## config.mk

```make
export PLATFORM = sky130hd
export DESIGN_NAME = vga_sync_gen_flat
export DESIGN_NICKNAME = d
export VERILOG_FILES = /design/src/rtl/vga_sync_gen_if.sv /design/src/rtl/vga_sync_gen.sv /design/src/flat_wrapper.sv
export SDC_FILE = /design/constraint.sdc
export NUM_CORES = 1
export LEC_CHECK = 0
export ABC_AREA = 1
export BUFFER_PORTS_ARGS = -buffer_cell sky130_fd_sc_hd__buf_2
export CORE_MARGIN = 4
export CORE_UTILIZATION = 52
export DETAILED_ROUTE_END_ITERATION = 8
export PLACE_DENSITY = 0.75
export SYNTH_ARGS = -nofsm -noshare
export SYNTH_HDL_FRONTEND = slang
export SYNTH_SLANG_ARGS = --single-unit
export TNS_END_PERCENT = 5
```

## constraint.sdc

```tcl
create_clock -name clk -period 1.5 [get_ports clk]
set_clock_uncertainty 0.15 [all_clocks]
set_input_delay 0 -clock clk [delete_from_list [all_inputs] [get_ports clk]]
set_output_delay 0 -clock clk [all_outputs]
set_load 0.02 [all_outputs]
```

## src/rtl/vga_sync_gen_if.sv

```systemverilog
// Output bundle of the VGA timing generator: sync strobes, blanking and pixel position.
interface vga_sync_gen_if;
  logic       hsync;
  logic       vsync;
  logic       video_on;
  logic [9:0] pixel_x;
  logic [9:0] pixel_y;
  logic       pix_tick;
  logic       frame_start;

  modport master (
    output hsync, vsync, video_on, pixel_x, pixel_y, pix_tick, frame_start
  );

  modport slave (
    input  hsync, vsync, video_on, pixel_x, pixel_y, pix_tick, frame_start
  );
endinterface

```

## src/rtl/vga_sync_gen.sv

```systemverilog
// Free-running VGA timing generator: clk prescaler, h/v pixel counters and
// registered sync/blanking decode, all outputs launched from flops.
module vga_sync_gen #(
  parameter int DIV    = 4,
  parameter int H_VIS  = 640,
  parameter int H_FP   = 16,
  parameter int H_SYNC = 96,
  parameter int H_BP   = 48,
  parameter int V_VIS  = 480,
  parameter int V_FP   = 10,
  parameter int V_SYNC = 2,
  parameter int V_BP   = 33
) (
  input  logic            clk,
  input  logic            rst,
  vga_sync_gen_if.master  vga_o
);

  localparam int H_TOT = H_VIS + H_FP + H_SYNC + H_BP;
  localparam int V_TOT = V_VIS + V_FP + V_SYNC + V_BP;
  localparam int PW    = $clog2(DIV);

  localparam logic [PW-1:0] PRE_LAST = PW'(DIV - 1);
  localparam logic [9:0] H_LAST = 10'(H_TOT - 1);
  localparam logic [9:0] V_LAST = 10'(V_TOT - 1);
  localparam logic [9:0] H_VEND = 10'(H_VIS);
  localparam logic [9:0] V_VEND = 10'(V_VIS);
  localparam logic [9:0] HS_BEG = 10'(H_VIS + H_FP);
  localparam logic [9:0] HS_END = 10'(H_VIS + H_FP + H_SYNC - 1);
  localparam logic [9:0] VS_BEG = 10'(V_VIS + V_FP);
  localparam logic [9:0] VS_END = 10'(V_VIS + V_FP + V_SYNC - 1);

  logic          run_q, run_d;
  logic [PW-1:0] presc_q, presc_d;
  logic          pix_tick_q, pix_tick_d;
  logic [9:0]    h_cnt_q, h_cnt_d;
  logic [9:0]    v_cnt_q, v_cnt_d;
  logic          started_q, started_d;
  logic          hsync_q, hsync_d;
  logic          vsync_q, vsync_d;
  logic          video_on_q, video_on_d;
  logic [9:0]    pixel_x_q, pixel_x_d;
  logic [9:0]    pixel_y_q, pixel_y_d;
  logic          frame_start_q, frame_start_d;

  always_comb begin
    run_d         = 1'b1;
    presc_d       = presc_q;
    h_cnt_d       = h_cnt_q;
    v_cnt_d       = v_cnt_q;
    started_d     = started_q;
    hsync_d       = hsync_q;
    vsync_d       = vsync_q;
    video_on_d    = video_on_q;
    pixel_x_d     = pixel_x_q;
    pixel_y_d     = pixel_y_q;
    frame_start_d = 1'b0;

    // The first edge after reset release only arms the prescaler, so the
    // first tick lands on edge DIV and is high while the prescaler is DIV-1.
    if (run_q) begin
      presc_d = (presc_q == PRE_LAST) ? '0 : presc_q + 1'b1;
    end
    pix_tick_d = run_q && (presc_d == PRE_LAST);

    // Outputs show the pixel the counters held during the tick; the
    // counters move on to the next pixel on the same edge.
    if (pix_tick_q) begin
      pixel_x_d     = h_cnt_q;
      pixel_y_d     = v_cnt_q;
      hsync_d       = !((h_cnt_q >= HS_BEG) && (h_cnt_q <= HS_END));
      vsync_d       = !((v_cnt_q >= VS_BEG) && (v_cnt_q <= VS_END));
      video_on_d    = (h_cnt_q < H_VEND) && (v_cnt_q < V_VEND);
      frame_start_d = started_q && (h_cnt_q == '0) && (v_cnt_q == '0);
      started_d     = 1'b1;
      if (h_cnt_q == H_LAST) begin
        h_cnt_d = '0;
        v_cnt_d = (v_cnt_q == V_LAST) ? '0 : v_cnt_q + 10'd1;
      end else begin
        h_cnt_d = h_cnt_q + 10'd1;
      end
    end
  end

  always_ff @(posedge clk or posedge rst) begin
    if (rst) begin
      run_q         <= 1'b0;
      presc_q       <= '0;
      pix_tick_q    <= 1'b0;
      h_cnt_q       <= '0;
      v_cnt_q       <= '0;
      started_q     <= 1'b0;
      hsync_q       <= 1'b1;
      vsync_q       <= 1'b1;
      video_on_q    <= 1'b0;
      pixel_x_q     <= '0;
      pixel_y_q     <= '0;
      frame_start_q <= 1'b0;
    end else begin
      run_q         <= run_d;
      presc_q       <= presc_d;
      pix_tick_q    <= pix_tick_d;
      h_cnt_q       <= h_cnt_d;
      v_cnt_q       <= v_cnt_d;
      started_q     <= started_d;
      hsync_q       <= hsync_d;
      vsync_q       <= vsync_d;
      video_on_q    <= video_on_d;
      pixel_x_q     <= pixel_x_d;
      pixel_y_q     <= pixel_y_d;
      frame_start_q <= frame_start_d;
    end
  end

  assign vga_o.hsync       = hsync_q;
  assign vga_o.vsync       = vsync_q;
  assign vga_o.video_on    = video_on_q;
  assign vga_o.pixel_x     = pixel_x_q;
  assign vga_o.pixel_y     = pixel_y_q;
  assign vga_o.pix_tick    = pix_tick_q;
  assign vga_o.frame_start = frame_start_q;

endmodule

```

## src/flat_wrapper.sv

```systemverilog
// flat-port wrapper written by rule: the top's interface ports become plain ports
module vga_sync_gen_flat 
#(
  parameter int DIV    = 4,
  parameter int H_VIS  = 640,
  parameter int H_FP   = 16,
  parameter int H_SYNC = 96,
  parameter int H_BP   = 48,
  parameter int V_VIS  = 480,
  parameter int V_FP   = 10,
  parameter int V_SYNC = 2,
  parameter int V_BP   = 33
)
  (clk, rst, vga_o_hsync, vga_o_vsync, vga_o_video_on, vga_o_pixel_x, vga_o_pixel_y, vga_o_pix_tick, vga_o_frame_start);
  vga_sync_gen_if vga_o_i ();
  input  logic clk;
  input  logic rst;
  output wire logic [$bits(vga_o_i.hsync)-1:0] vga_o_hsync;
  output wire logic [$bits(vga_o_i.vsync)-1:0] vga_o_vsync;
  output wire logic [$bits(vga_o_i.video_on)-1:0] vga_o_video_on;
  output wire logic [$bits(vga_o_i.pixel_x)-1:0] vga_o_pixel_x;
  output wire logic [$bits(vga_o_i.pixel_y)-1:0] vga_o_pixel_y;
  output wire logic [$bits(vga_o_i.pix_tick)-1:0] vga_o_pix_tick;
  output wire logic [$bits(vga_o_i.frame_start)-1:0] vga_o_frame_start;
  assign vga_o_hsync = vga_o_i.hsync;
  assign vga_o_vsync = vga_o_i.vsync;
  assign vga_o_video_on = vga_o_i.video_on;
  assign vga_o_pixel_x = vga_o_i.pixel_x;
  assign vga_o_pixel_y = vga_o_i.pixel_y;
  assign vga_o_pix_tick = vga_o_i.pix_tick;
  assign vga_o_frame_start = vga_o_i.frame_start;
  vga_sync_gen #(.DIV(DIV), .H_VIS(H_VIS), .H_FP(H_FP), .H_SYNC(H_SYNC), .H_BP(H_BP), .V_VIS(V_VIS), .V_FP(V_FP), .V_SYNC(V_SYNC), .V_BP(V_BP)) u_core (.clk(clk), .rst(rst), .vga_o(vga_o_i));
endmodule
```

==> flow_metrics.env, run 1 <==
export IMPL_status="finished clean"
export IMPL_synth_distinct_cells=30
export IMPL_grt_overflow_total=0
export IMPL_switching_power_mw=1.11
export IMPL_grt_antenna_before_repair=0
export IMPL_synth_seq_cells=49
export IMPL_dp_cells=373
export IMPL_timing_final_crit_share_pct=99.7
export IMPL_switching_share_pct=33.7
export IMPL_cp_arrival_ns=1.52
export IMPL_cts_tree="yes"
export IMPL_grt_first_pass_wirelength_um=9120
export IMPL_avgSynthCellArea_um2=8.63
export IMPL_coreArea_um2=4350
export IMPL_num_io_pins=27
export IMPL_die_area_um2=5630
export IMPL_critPathTopFamily="simple AND/OR/NAND/NOR gates"
export IMPL_rsz0062_at_grt="yes"
export IMPL_syn_nets=279
export IMPL_start_util_pct=53.7
export IMPL_required_ns=1.52
export IMPL_p_seq_share_pct=50.0
export IMPL_ys_warn_count=0
export IMPL_yosys_area_share_simple_pct=26.8
export IMPL_detail_route_vias_per_cell=5.27
export IMPL_cp_max_fo=3
export IMPL_layout_common_cells="71 x nand2_1, 47 x dfrtp_1, 34 x buf_4"
export IMPL_p_comb_share_pct=27.4
export IMPL_layout_nets=341
export IMPL_area_growth_pct=25.7
export IMPL_grt_total_usage_pct=21.3
export IMPL_cts_htree_levels=2
export IMPL_wirelength_um=5430
export IMPL_timing_fmax_ghz=0.668
export IMPL_max_vdd_ir_drop_mv=0.642
export IMPL_fin_total_pwr_mw=3.30
export IMPL_firstDrtPassIters=5
export IMPL_synth_area_um2=2340
export IMPL_clockRootBuffer="clkbuf_8"
export IMPL_multiInputGateArea_um2=1030
export IMPL_fillers=350
export IMPL_synthAdderAreaFrac_pct=3.21
export IMPL_startpoint="u_core.h_cnt_q[1]"
export IMPL_final_seq_area_um2=1230
export IMPL_finalHoldViolations=0
export IMPL_clkPwrFrac_pct=22.6
export IMPL_diodes=0
export IMPL_cp_cell_sequence="ha_4 > nand3_4 > nor4_1 > nor2_1"
export IMPL_gp_congestion=0.985
export IMPL_power_density_nw_per_um2=1120
export IMPL_drcViolationCount=0
export IMPL_fin_crit_ns=1.50
export IMPL_drive_gt1_share_pct=28.1
export IMPL_wl_per_cell_um=14.1
export IMPL_core_rowCount=24
export IMPL_hp_class="primary input to async pin"
export IMPL_cts_made_buffers=5
export IMPL_setup_worst_path_start_class="register"
export IMPL_max_cap_viol_count=0
export IMPL_r2r_start="u_core.h_cnt_q[1]"
export IMPL_yosys_mux_area_fraction_pct=0
export IMPL_internal_power_mw=2.19
export IMPL_synth_seq_area_share_pct=52.5
export IMPL_first_global_vias=1950
export IMPL_insertion_delay_ns=0.30
export IMPL_slowest_stage="nor4_1"
export IMPL_finalMaxSlewViolations=0
export IMPL_port_buffers=26
export IMPL_drt_initial_drc_count=188
export IMPL_critPathCaptureType="register"
export IMPL_cp_slowest_stage_delay_ns=0.44
export IMPL_place_hpwl_um=3850
export IMPL_finalSetupViolations=0
export IMPL_cp_num_buf_inv=0
export IMPL_crit_type="register to register"
export IMPL_die_y_um=75.1
export IMPL_clkTransAtPathRegs_ns=0.08
export IMPL_cts_path_max_buffers=2
export IMPL_synth_top_family_by_area="simple AND/OR/NAND/NOR gates"
export IMPL_cts_sinks=49
export IMPL_final_cells=386
export IMPL_syn_inst=271
export IMPL_drtAntennaViolNets=0
export IMPL_p_leak_nw=1.42
export IMPL_final_common_cell="nand2_1"
export IMPL_synth_xor_area_share_pct=3.75
export IMPL_synth_compound_area_share_pct=7.49
export IMPL_grt_max_degree=50
export IMPL_chipWidth_um=75.1
export IMPL_vias=2035
Yosys cell counts (all sizes together):
cell type   n  share of area [%]
ha          6                3.2
dfrtp      47                 50
buf         5                1.2
nor3        7                1.7
o21ai      30                6.4
nor2       21                4.0
conb        1               0.16
nor4        3               0.80
inv        27                4.3
or2         1               0.27
clkbuf      3               0.53
nand4      10                2.7
nand3      19                4.8
nand3b      2               0.64
dfstp       2                2.2
nand2      73                 12
o21a        2               0.64
a21oi       2               0.43
xor2        7                2.6
xnor2       3                1.1
worst register-to-register path, delay by kind of cell, from the launching register on:
kind	cells	cell delay, ns
adders and majority gates	1	0.18
DFF	1	0.41
and+or+nand+nor	3	0.63
power by group through the flow:
stage               sequential, mW  combinational (mW)  clock, mW
floorplan                     1.78               0.393          0
global placement              1.65               0.834          0
detailed placement            1.66               0.859          0
CTS                           1.64               0.874      0.770
global route                  1.68                1.01      0.819
finish                        1.65               0.903      0.745
metal layers:
metal	wire length (µm)	vias up	share of wire, %	track usage, %
met4	106	0	2.0	6.72
li1	-	1004	-	-
met2	2490	89	46	33.4
met3	359	14	6.6	4.27
met1	2480	928	46	29.7
met5	0	-	0	0
registers in the layout (all words and copies together) (netlist names), 2 cells and up:
name,flops
u_core.h_cnt_q,10
u_core.presc_q,2
u_core.v_cnt_q,10
u_core.vga_o.pixel_x,10
u_core.vga_o.pixel_y,10
logic make-up after synthesis:
kind of cell | Yosys count
buffers and inverters | 35
and+or+nand+nor | 136
other | 1
xor gates and xnor gates | 10
AOI/OAI and AO/OA | 34
adders and majority gates | 6
DFF | 49
stage by stage:
stage / cell area, µm² / utilization [%] / setup TNS (ns) / hold WS (ns) / setup slack (ns)
finish: 2940 / 67.5 / 0 / 0.145 / 0.00390
global route: 2940 / 67.5 / -0.532 / 0.162 / -0.0540
CTS: 2860 / 65.7 / -0.243 / 0.130 / -0.0346
detailed placement: 2750 / 63.0 / -0.194 / -0.0892 / -0.0463
global placement: 2750 / 63.0 / 0 / -0.0941 / 0.0631
floorplan: 2340 / - / 0 / 0.181 / 0.0351
path summary, 6_finish.rpt:
check                                     endpoint  slack (ns)  cells past startpoint
max                              u_core.h_cnt_q[5]       0.004                      4
max in group asynchronous       u_core.vga_o.vsync        0.78                      4
min in group clk           u_core.vga_o.pixel_x[5]        0.33                      2
max reg2reg                      u_core.h_cnt_q[5]       0.004                      4
min                        u_core.vga_o.pixel_y[4]        0.14                      4
min reg2reg                u_core.vga_o.pixel_x[5]        0.33                      2
cell type report:
| type | count | area share, % |
|---|---|---|
| clock buffer | 7 | 2.60 |
| sequential | 49 | 41.8 |
| timing repair buffer | 63 | 14.5 |
| inverter | 27 | 3.53 |
| clock inverter | 1 | 0.170 |
| tap | 52 | 2.21 |
| multi-input combinational | 187 | 35.2 |
what timing repair did:
item | 4_1_cts | 5_1_grt
resized for setup | 4 | 15
endpoints found under the setup margin | 13 | 18
setup buffers | 1 | 3
pin swaps | 3 | 4
endpoints found under the hold margin | 49 | 0
hold buffers | 1 | 0
No activity file was read; power rests on OpenSTA's default activity.
==> inputs of run 2 (changes only) <==
--- a/config.mk
+++ b/config.mk
@@ -5,12 +5,10 @@
 export SDC_FILE = /design/constraint.sdc
 export NUM_CORES = 1
 export LEC_CHECK = 0
-export ABC_AREA = 1
 export BUFFER_PORTS_ARGS = -buffer_cell sky130_fd_sc_hd__buf_2
 export CORE_MARGIN = 4
-export CORE_UTILIZATION = 52
+export CORE_UTILIZATION = 30
 export DETAILED_ROUTE_END_ITERATION = 8
-export PLACE_DENSITY = 0.75
 export SYNTH_ARGS = -nofsm -noshare
 export SYNTH_HDL_FRONTEND = slang
 export SYNTH_SLANG_ARGS = --single-unit
==> flow_metrics.env, run 2 <==
export IMPL_status="complete, but fails checks"
export IMPL_violations="negative setup slack"
export IMPL_synth_seq_area_share_pct=54.7
export IMPL_grt_antenna_before_repair=0
export IMPL_syn_nets=201
export IMPL_grt_overflow_total=0
export IMPL_drt_initial_drc_count=95
export IMPL_synth_edf_count=0
export IMPL_dp_cells=355
export IMPL_grt_max_degree=50
export IMPL_fin_crit_ns=1.61
export IMPL_drtAntennaViolNets=0
export IMPL_finalSetupViolations=12
export IMPL_wl_per_cell_um=12.7
export IMPL_async_flop_share_pct=100
export IMPL_fin_total_pwr_mw=3.60
export IMPL_required_ns=1.59
export IMPL_max_cap_viol_count=0
export IMPL_final_seq_area_um2=1230
export IMPL_synth_area_um2=2240
export IMPL_timing_final_crit_share_pct=107
export IMPL_cts_htree_levels=2
export IMPL_setup_ws_ns=-0.106
export IMPL_synth_distinct_cells=42
export IMPL_synth_most_common_cell="dfrtp_1"
export IMPL_detail_route_vias_per_cell=4.52
export IMPL_coreArea_um2=7250
export IMPL_tns_ns=-0.817
export IMPL_power_density_nw_per_um2=1170
export IMPL_avgSynthCellArea_um2=11.6
export IMPL_die_area_um2=8930
export IMPL_cts_path_max_buffers=2
export IMPL_netlist_top_cells_count="47 x dfrtp_1, 20 x mux2_2, 13 x inv_1"
export IMPL_clockRootBuffer="clkbuf_8"
export IMPL_setup_worst_path_start_class="register"
export IMPL_insertion_delay_ns=0.30
export IMPL_area_growth_pct=36.5
export IMPL_multiInputGateArea_um2=1010
export IMPL_synthFlopType="dfrtp_1"
export IMPL_drive_gt1_share_pct=50.6
export IMPL_gp_congestion=0.810
export IMPL_layout_common_cells="47 x buf_4, 43 x dfrtp_1, 26 x buf_2"
export IMPL_clkTransAtPathRegs_ns=0.09
export IMPL_timing_fmax_ghz=0.623
export IMPL_cp_max_fo=3
export IMPL_grt_total_usage_pct=11.3
export IMPL_synth_seq_cells=49
export IMPL_syn_inst=193
export IMPL_synthTopCellsByArea="dfrtp_1 52%, mux2_2 10%, ha_1 3.3%, o21ai_0 2.7%, dfstp_2 2.3%"
export IMPL_timing_hold_ws_ns=0.108
export IMPL_finalMaxSlewViolations=0
export IMPL_p_leak_nw=1.52
export IMPL_grt_first_pass_wirelength_um=7970
export IMPL_finalHoldViolations=0
export IMPL_port_buffers=26
export IMPL_final_cells=368
export IMPL_die_y_um=94.5
export IMPL_num_io_pins=27
export IMPL_drcViolationCount=0
export IMPL_synth_top_area_share_pct=52.4
export IMPL_hp_class="primary input to async pin"
export IMPL_synth_area_leader_cell="dfrtp_1"
export IMPL_cts_tree="yes"
export IMPL_vias=1664
export IMPL_core_rowCount=31
export IMPL_cp_slowest_stage_delay_ns=0.41
export IMPL_first_global_vias=1695
export IMPL_max_vdd_ir_drop_mv=0.483
export IMPL_crit_type="register to register"
export IMPL_cts_sinks=49
export IMPL_layout_nets=276
export IMPL_critPathCaptureType="register"
export IMPL_final_common_cell="buf_4"
export IMPL_cts_made_buffers=5
export IMPL_wirelength_um=4670
export IMPL_cp_cell_sequence="ha_2 > and4_4 > nand3_4 > or4_4 > a21oi_2"
export IMPL_place_hpwl_um=3250
export IMPL_start_util_pct=30.9
export IMPL_firstDrtPassIters=4
export IMPL_slowest_stage="or4_4"
export IMPL_cp_arrival_ns=1.69
export IMPL_fillers=696
export IMPL_rsz0062_at_grt="yes"
export IMPL_chipWidth_um=94.5
export IMPL_ys_warn_count=0
export IMPL_diodes=0
run 2: cell count changes after synthesis, sizes merged, moves of 4 or more:
cell	change
buf	-4
and3	+8
mux2	+20
inv	-14
nand2	-61
o21ai	-18
nor2	-11
xor2	-4
nand4	-5
nor3	-5
nand3	-8
run 2: cell families (layout without fill, tap and decap cells):
kind of cell               count (synthesis)  after routing  share of synthesized area, %
DFF                                       49             49                          54.7
buffers and inverters                     20             96                          4.35
adders and majority gates                  6              6                          3.34
other                                      1              1                         0.167
AOI/OAI and AO/OA                         24             24                          6.36
muxes                                     22             22                          10.9
xor gates and xnor gates                   9              9                          3.51
and+or+nand+nor                           62             62                          16.6
run 2: report_power, final:
part	switching, mW	total, mW	internal (mW)
Sequential	0.102	1.58	1.48
Combinational	0.464	0.910	0.446
Clock	0.443	1.11	0.662
run 2: what timing repair did:
| item | CTS | global route |
|---|---|---|
| pin swaps | 8 | 5 |
| gates resized for setup | 7 | 16 |
| buffers inserted | 2 | 2 |
| endpoints found under the hold margin | 49 | 0 |
| endpoints found under the setup margin | 14 | 19 |
| hold buffers | 1 | 0 |
run 2: worst paths after layout:
kind,end,slack [ns],start,depth (start not counted)
max,u_core.v_cnt_q[9],-0.11,u_core.h_cnt_q[0],5
min,u_core.vga_o.pixel_x[6],0.11,rst,4
max reg2reg,u_core.v_cnt_q[9],-0.11,u_core.h_cnt_q[0],5
min reg2reg,u_core.started_q,0.34,u_core.started_q,1
max in group asynchronous,u_core.vga_o.hsync,0.79,rst,4
min in group clk,u_core.started_q,0.34,u_core.started_q,1
run 2: area by class of cell:
type | count | area share, %
Clock buffer | 5 | 2.25
Clock inverter | 3 | 2.12
Inverter | 13 | 1.59
Multi-Input combinational cell | 124 | 33.0
Sequential cell | 49 | 40.3
Tap cell | 99 | 4.04
Timing Repair Buffer | 75 | 16.7
run 2: routing by layer:
metal | up-vias | share of wire, % | routed length (µm) | global-route usage (%)
met4 | 0 | 2.0 | 94 | 5.29
met3 | 7 | 4.3 | 201 | 2.71
met2 | 35 | 45 | 2110 | 17.1
met1 | 798 | 49 | 2270 | 15.3
li1 | 824 | - | - | -
met5 | - | 0 | 0 | 0
run 2: stage by stage:
stage	worst slack [ns]	area (µm²)	util [%]
after floorplan	-0.215	2250	-
after global routing	-0.167	3060	42.2
after detailed placement	-0.187	2800	38.6
after global placement	-0.137	2800	38.6
after CTS	-0.125	2980	41.1
final	-0.106	3060	42.2
run 2: worst max-delay path: cells and delay by family (launching register included):
family | cells | cell delay (ns)
AOI/OAI and AO/OA | 1 | 0.12
adders and majority gates | 1 | 0.19
DFF | 1 | 0.37
and+or+nand+nor | 3 | 0.70
